File: config.mk
export PLATFORM = sky130hd
export DESIGN_NAME = cc_buf_reg_drain
export DESIGN_NICKNAME = d
export VERILOG_FILES = /design/src/rtl/cc_buf_reg_drain.sv
export SDC_FILE = /design/constraint.sdc
export NUM_CORES = 2
export LEC_CHECK = 0
export ABC_AREA = 0
export BUFFER_PORTS_ARGS = -buffer_cell sky130_fd_sc_hd__buf_2
export CAP_MARGIN = 20
export CELL_PAD_IN_SITES_DETAIL_PLACEMENT = 1
export CELL_PAD_IN_SITES_GLOBAL_PLACEMENT = 1
export CORE_AREA = 2 2 402 404
export DETAILED_ROUTE_END_ITERATION = 8
export DIE_AREA = 0 0 404 406
export PLACE_DENSITY_LB_ADDON = 0.1
export SLEW_MARGIN = 5
export SYNTH_ARGS = -nofsm -noshare
export SYNTH_HDL_FRONTEND = slang
export SYNTH_SLANG_ARGS = --single-unit
File: constraint.sdc
create_clock -name Clock -period 2.65 [get_ports Clock]
set_input_delay 0.53 -clock Clock [delete_from_list [all_inputs] [get_ports Clock]]
set_output_delay 0.53 -clock Clock [all_outputs]
set_load 0.005 [all_outputs]
File: src/rtl/cc_buf_reg_drain.sv
// Read-side drain of the path buffer: 2-entry FWFT register buffer feeding encryption,
// with per-phase hand-off counting. Optional sticky error flag under CC_DRAIN_ERROR_CHECK_EN.
module cc_buf_reg_drain #(
  parameter int DWidth            = 512,
  parameter int ORAML             = 10,
  parameter int BktSize_DRBursts  = 6,
  localparam int PathSize_DRBursts = BktSize_DRBursts * (ORAML + 1),
  localparam int CtrWidth          = $clog2(PathSize_DRBursts)
) (
  input  logic                Clock,
  input  logic                Reset,
  input  logic                ROAccess,
  input  logic                RWAccess,
  input  logic                DrainStart,
  input  logic                BufReg_InValid,
  input  logic [DWidth-1:0]   BufDOut,
  output logic [1:0]          BufReg_EmptyCount,
  output logic [DWidth-1:0]   ToEncData,
  output logic                ToEncDataValid,
  input  logic                ToEncDataReady,
  output logic [CtrWidth-1:0] DrainCount,
  output logic                DrainDone,
  output logic                DrainError,
  output logic                DrainActive
);

  // Handshake: a word moves to encryption on a cycle where ToEncDataValid and
  // ToEncDataReady are both high; Valid never depends on Ready.

  localparam logic [CtrWidth-1:0] PATH_LAST = CtrWidth'(PathSize_DRBursts - 1);
  localparam logic [CtrWidth-1:0] HDR_LAST  = CtrWidth'(ORAML);

  typedef enum logic {
    S_IDLE  = 1'b0,
    S_DRAIN = 1'b1
  } state_t;

  logic [DWidth-1:0]   head_q, head_d;
  logic [DWidth-1:0]   tail_q, tail_d;
  logic [1:0]          occ_q, occ_d;
  state_t              state_q;
  logic [CtrWidth-1:0] last_q;
  logic [CtrWidth-1:0] count_q;
  logic                done_q;

  logic push;
  logic pop;
  logic start_ok;

  assign push     = BufReg_InValid;
  assign pop      = (occ_q != 2'd0) && ToEncDataReady;
  assign start_ok = DrainStart && (RWAccess ^ ROAccess);

  // head_q is always the oldest word; tail_q only matters at occupancy 2.
  always_comb begin
    head_d = head_q;
    tail_d = tail_q;
    occ_d  = occ_q;
    case (occ_q)
      2'd0: begin
        if (push) begin
          head_d = BufDOut;
          occ_d  = 2'd1;
        end
      end
      2'd1: begin
        case ({push, pop})
          2'b11: head_d = BufDOut;
          2'b10: begin
            tail_d = BufDOut;
            occ_d  = 2'd2;
          end
          2'b01: occ_d = 2'd0;
          default: occ_d = occ_q;
        endcase
      end
      default: begin
        // A push without a pop at occupancy 2 is dropped.
        if (pop) begin
          head_d = tail_q;
          occ_d  = 2'd1;
          if (push) begin
            tail_d = BufDOut;
            occ_d  = 2'd2;
          end
        end
      end
    endcase
  end

  always_ff @(posedge Clock) begin
    if (Reset) begin
      head_q <= '0;
      tail_q <= '0;
      occ_q  <= 2'd0;
    end else begin
      head_q <= head_d;
      tail_q <= tail_d;
      occ_q  <= occ_d;
    end
  end

  always_ff @(posedge Clock) begin
    if (Reset) begin
      state_q <= S_IDLE;
      last_q  <= '0;
      count_q <= '0;
      done_q  <= 1'b0;
    end else begin
      done_q <= 1'b0;
      case (state_q)
        S_IDLE: begin
          if (start_ok) begin
            last_q  <= RWAccess ? PATH_LAST : HDR_LAST;
            count_q <= '0;
            state_q <= S_DRAIN;
          end
        end
        S_DRAIN: begin
          // The final hand-off leaves the count at Target-1 rather than wrapping.
          if (pop) begin
            if (count_q == last_q) begin
              done_q  <= 1'b1;
              state_q <= S_IDLE;
            end else begin
              count_q <= count_q + 1'b1;
            end
          end
        end
        default: state_q <= S_IDLE;
      endcase
    end
  end

  assign BufReg_EmptyCount = 2'd2 - occ_q;
  assign ToEncData         = head_q;
  assign ToEncDataValid    = (occ_q != 2'd0);
  assign DrainCount        = count_q;
  assign DrainDone         = done_q;
  assign DrainActive       = (state_q == S_DRAIN);

`ifdef CC_DRAIN_ERROR_CHECK_EN
  logic err_q;
  logic err_ev;

  assign err_ev = (push && (occ_q == 2'd2) && !pop)
                || (push && (state_q == S_IDLE))
                || (DrainStart && ((state_q == S_DRAIN) || !(RWAccess ^ ROAccess)));

  always_ff @(posedge Clock) begin
    if (Reset) begin
      err_q <= 1'b0;
    end else if (err_ev) begin
      err_q <= 1'b1;
    end
  end

  assign DrainError = err_q;
`else
  assign DrainError = 1'b0;
`endif

endmodule

======== Word level (Yosys, flattened, before mapping) ========
Index checks and enable logic that the tools add are counted.
storage, ports and cells
  register bits ........................... 1,042
  output and inout port bits .............. 525
cells by class
  $add $sub $neg .......................... 2
  equal/unequal tests ..................... 12
  mux-type cells .......................... 22
  bitwise gates (word level) .............. 4
  reductions and logical operators ........ 13
operators with widths
  cell                                                                     number
  512-bit 2-to-1 mux                                                       5
  512-bit case mux with 2 select lines                                     2
  7-bit 2-to-1 mux                                                         4
  7-bit case mux with 2 select lines                                       1
  3-bit AND reduction                                                      3
  2-bit case mux with 2 select lines                                       2
  7-bit by 1-bit adder with 7-bit output, second input constant            1
  7-bit equality test                                                      1
  2-bit 2-to-1 mux                                                         3
  2-bit by 1-bit inequality test with 1-bit output, second input constant  3
  2-bit inequality test, second input constant                             3
  2-bit nonzero test                                                       3
  2-bit by 1-bit equality test with 1-bit output, second input constant    2
  2-bit equality test, second input constant                               2
  1-bit 2-to-1 mux                                                         4
  4-bit AND reduction                                                      1
  3-bit by 1-bit inequality test with 1-bit output, second input constant  1
  1-bit inverter                                                           3
  3-bit nonzero test                                                       1
  3-bit OR reduction                                                       1
  1-bit logical AND                                                        2
  2-bit logical NOT                                                        1
  1-bit case mux with 2 select lines                                       1
  2-bit AND reduction                                                      1
  2 further kinds                                                          2

======== Logic depth before layout (Yosys ltp) ========
  word-level depth ........................ 5
  gate-level depth with buffers ........... 13

======== Worst setup path before layout ========
OpenSTA, ideal clock, no wires.
  path type ............................... reg-to-reg
  start point ............................. register occ_q[1]
  end point ............................... register tail_q[121]
  library setup time ...................... 0.072 ns
  data arrival time ....................... 2.784 ns
  required time ........................... 2.578 ns
  path slack .............................. -0.205 ns
  cell stages (with the launch flop) ...... 14
  clock period less this slack ............ 2.855 ns
  path through ............................ dfxtp_1 > buf_2 > buf_2 > buf_1 > inv_1 > ha_1 > buf_4 > nand2b_4 > and4_4 > a311oi_2 > buf_6 > buf_12 > buf_8 > mux2i_1
on the way
  word-level cells in the longest chain between the ends .. 5
ends and longest elaborated chain
  what                                                        RTL line  source
  from (decl)                                                 40        logic [1:0] occ_q, occ_d;
  from (signal assigned)                                      95        occ_q <= 2'd0;
  from (signal assigned)                                      99        occ_q <= occ_d;
  2-bit nonzero test                                          51        assign pop = (occ_q != 2'd0) && ToEncDataReady;
  1-bit logical AND                                           51
  2-bit equality test                                         67        case ({push, pop})
  2-bit by 1-bit inequality test with 1-bit output (no line)  --
  4-bit AND reduction (no line)                               --
  to (signal assigned)                                        98        tail_q <= tail_d;
  to (decl)                                                   39        logic [DWidth-1:0] tail_q, tail_d;
Parallel ways exist; a longest one is shown, timed or not.
A chain may end at the register's enable or synchronous reset.

======== Worst setup path after layout ========
  start point ............................. register occ_q[1]
  end point ............................... register head_q[107] (netlist: ToEncData[107])
on the way
  word-level cells in the longest chain between the ends .. 5
ends and longest elaborated chain
  what                                                        RTL line  source
  2-bit nonzero test                                          51
  1-bit logical AND                                           51
  2-bit equality test                                         67
  2-bit by 1-bit inequality test with 1-bit output (no line)  --
  3-bit AND reduction (no line)                               --
  to (signal assigned)                                        93        head_q <= '0;
  to (signal assigned)                                        97        head_q <= head_d;
  to (decl)                                                   38        logic [DWidth-1:0] head_q, head_d;
Parallel ways exist; a longest one is shown, timed or not.

==> results.md <==
* Most frequent cells in the layout: 1062 x nand2_1, 1041 x buf_2, 1036 x dfxtp_1
* Global-route wire length before repair at 245 mm
* GPL Wtd Cong at 0.787
* H-tree depth at 4
* Pins Over Slew Limit at 0
* Largest net degree at the start of global routing at 157
* Hold WS at approximately 0.063 ns
* Worst relative slew slack at 35.6%
* Die Wd at just over 400 µm
* Core area at 160000 µm²
* Syn_area_per_cell at 9.42 µm²
* Ys Warns at 0
* Worst Tran Pin Value at 0.967 ns
* Static Leak at 27.3 nW
* Post-synthesis sequential area ratio at 47.6%
* Worst-path clk slew at 0.06 ns
* Number of global-route vias before repair at 38530
* Crit path required time at 3.30 ns
* Worst skew pair latency at between 0.7 and 0.8 ns
* Total negative slack at 0 ns
* Maximum fanout along the worst path at 80
* Area of the die at 164000 µm²
* Antenna-violating nets left at 0
* Initial antenna violation count at 52
* # IOs at 1044
* Overflow after GRT at 0
* Final min period at between 2 and 2.5 ns
* Total CTS buffers at 131
* Synth Net Count at about 5200
* CTS root buffer: clkbuf_16
* Hold Crit Class: in2reg
* Setup WS pre-CTS at ~0.16 ns
* Post-DP HPWL at 120 mm
* Max Cap Viol at 0
* Port Buffer Count at 1042
* WL/cell at 20.5 µm
* NumNets Final at 6419
* Clock Skew at 0.0219 ns
* Critical path startpoint category: register
* Fin crit share at between 90 and 100%
* Initial core utilization at 27.3%
* Hold Violations, Final at 0
* Final Setup Violations at 0
* Overall routing resource usage at between 15 and 20%
* P&R area growth vs syn at 34.5%
* CP endpoint kind: register
* Synth cell types at 44
* Detailed-route via count at 37636
* Fraction of layout cells with a size suffix above 1 at 23.0%
* Die height at 406 µm
* Detailed Route Iter0 Violations at roughly 1300
* RSZ-0062 raised after global routing: no
* Cells after synthesis at 4632
* Clock Path Buffers at 3
* Clock Sink Count at 1037
* Post-CTS Resized at 0
* Status: complete, no violations
* DR DRC count at 0
* Final wirelength at ~170 mm
* Most common cell after layout, fill and taps aside: nand2_1
* VDD IR max at between 700 and 800 µV
* F_max at roughly 0.41 GHz
* CTS tree: yes
* Drt via density at around 4.6
* Drt pass-1 iters at 4
* Pwr/cell area at ~1200 nW/µm²
* Critical path arrival at 3.12 ns
* Yosys reg bits at about 1000
* Post-Syn Area at ~44000 µm²
* Final worst setup slack at 0.188 ns
* # rows at 147
* CP Class: reg2reg
## synthesized netlist by cell type (all sizes together)
library cell / number / share of area [%]
nand2: 1062 / 9.1
nand3: 4 / 0.046
nor4: 1 / 0.014
a311oi: 33 / 0.68
a41oi: 2 / 0.040
o21ai: 33 / 0.38
o22ai: 2 / 0.029
and4: 1 / 0.026
xor2: 1 / 0.020
a21o: 2 / 0.034
o21a: 1 / 0.017
o221a: 1 / 0.026
a31oi: 3 / 0.043
nor2b: 3 / 0.043
or3b: 1 / 0.020
o21bai: 1 / 0.017
nand3b: 3 / 0.052
a211oi: 480 / 8.3
inv: 7 / 0.060
conb: 1 / 0.0086
nor2: 522 / 4.5
a21oi: 6 / 0.069
dfxtp: 1037 / 48
o211ai: 2 / 0.034
o2111ai: 1 / 0.020
or3: 3 / 0.043
and3: 3 / 0.043
mux2i: 995 / 23
nand2b: 4 / 0.075
and2: 1 / 0.014
a22oi: 1 / 0.017
clkbuf: 267 / 2.3
buf: 142 / 3.4
a221oi: 1 / 0.034
xnor2: 1 / 0.020
ha: 4 / 0.11
## sequential cells by signal, indices dropped and copies added, names as in the netlist
| name | count |
|---|---|
| DrainActive | 1 |
| DrainCount | 7 |
| DrainDone | 1 |
| ToEncData | 512 |
| last_q | 2 |
| occ_q | 2 |
| tail_q | 512 |
## stage by stage
stage                     util [%]  cell area [µm²]  total power (W)  cells
after CTS                     36.7            58600           0.0696   8073
final                         36.8            58700           0.0684   8097
after detailed placement      31.9            51000           0.0514   7494
after global routing          36.7            58700           0.0731   8096
after floorplan                  -            43600           0.0405   4632
after global placement        31.9            51000           0.0509   7494
## power breakdown
group	total (W)	switching (W)	leakage [nW]	internal (W)
registers	0.0242	0.00334	8.50	0.0208
clock network	0.0174	0.00719	2.02	0.0102
logic	0.0268	0.0153	16.8	0.0115
total	0.0684	0.0258	27.3	0.0426
## per-layer routing
layer	up-vias	GRT usage, %	routed length [µm]
met5	-	0	182
met4	30	8.59	7330
met3	303	5.38	10000
met2	851	33.4	79600
met1	17933	22.9	69200
li1	18519	-	-
## kinds of logic after synthesis
| family | Yosys count | share of synthesized area (%) |
|---|---|---|
| flip-flops | 1037 | 47.6 |
| buffers and inverters | 416 | 5.72 |
| adder cells (fa/ha/maj) | 4 | 0.115 |
| XOR/XNOR | 2 | 0.0402 |
| AO/OA/AOI/OAI | 569 | 9.70 |
| AND/OR/NAND/NOR | 1608 | 14.0 |
| other | 1 | 0.00860 |
| multiplexers | 995 | 22.8 |
## critical path, cell delays in order (launching register included)
cell      delay (ns)
dfxtp_4         0.39
inv_1           0.08
ha_1            0.29
buf_4           0.23
nor2_1          0.13
o221a_4         0.24
buf_12          0.24
buf_12          0.34
nor2_1          0.07
a211oi_1        0.23
## final timing paths
| check | from | end | slack, ns | depth (start not counted) |
|---|---|---|---|---|
| setup / recovery | occ_q[1] | ToEncData[107] | 0.19 | 9 |
| hold / removal | BufDOut[97] | tail_q[97] | 0.06 | 3 |
| hold reg to reg | tail_q[175] | tail_q[175] | 0.46 | 2 |
| setup reg to reg | occ_q[1] | ToEncData[107] | 0.19 | 9 |
## cell type report
| cell class | count | area, µm² |
|---|---|---|
| repair buffers | 1540 | 10700 |
| flip-flops and latches | 1037 | 20800 |
| fillers | 18394 | 101000 |
| well taps | 2086 | 2610 |
| inverters | 7 | 33.8 |
| multi-input cells | 3179 | 20400 |
| clock buffers | 199 | 3840 |
| diodes | 24 | 60.1 |
| clock inverters | 25 | 258 |
## timing repair
action                                 CTS  global route
buffers inserted                         0             0
endpoints found under the hold margin  355             0
hold buffers                           355             0
No activity file was read; power rests on OpenSTA's default activity.
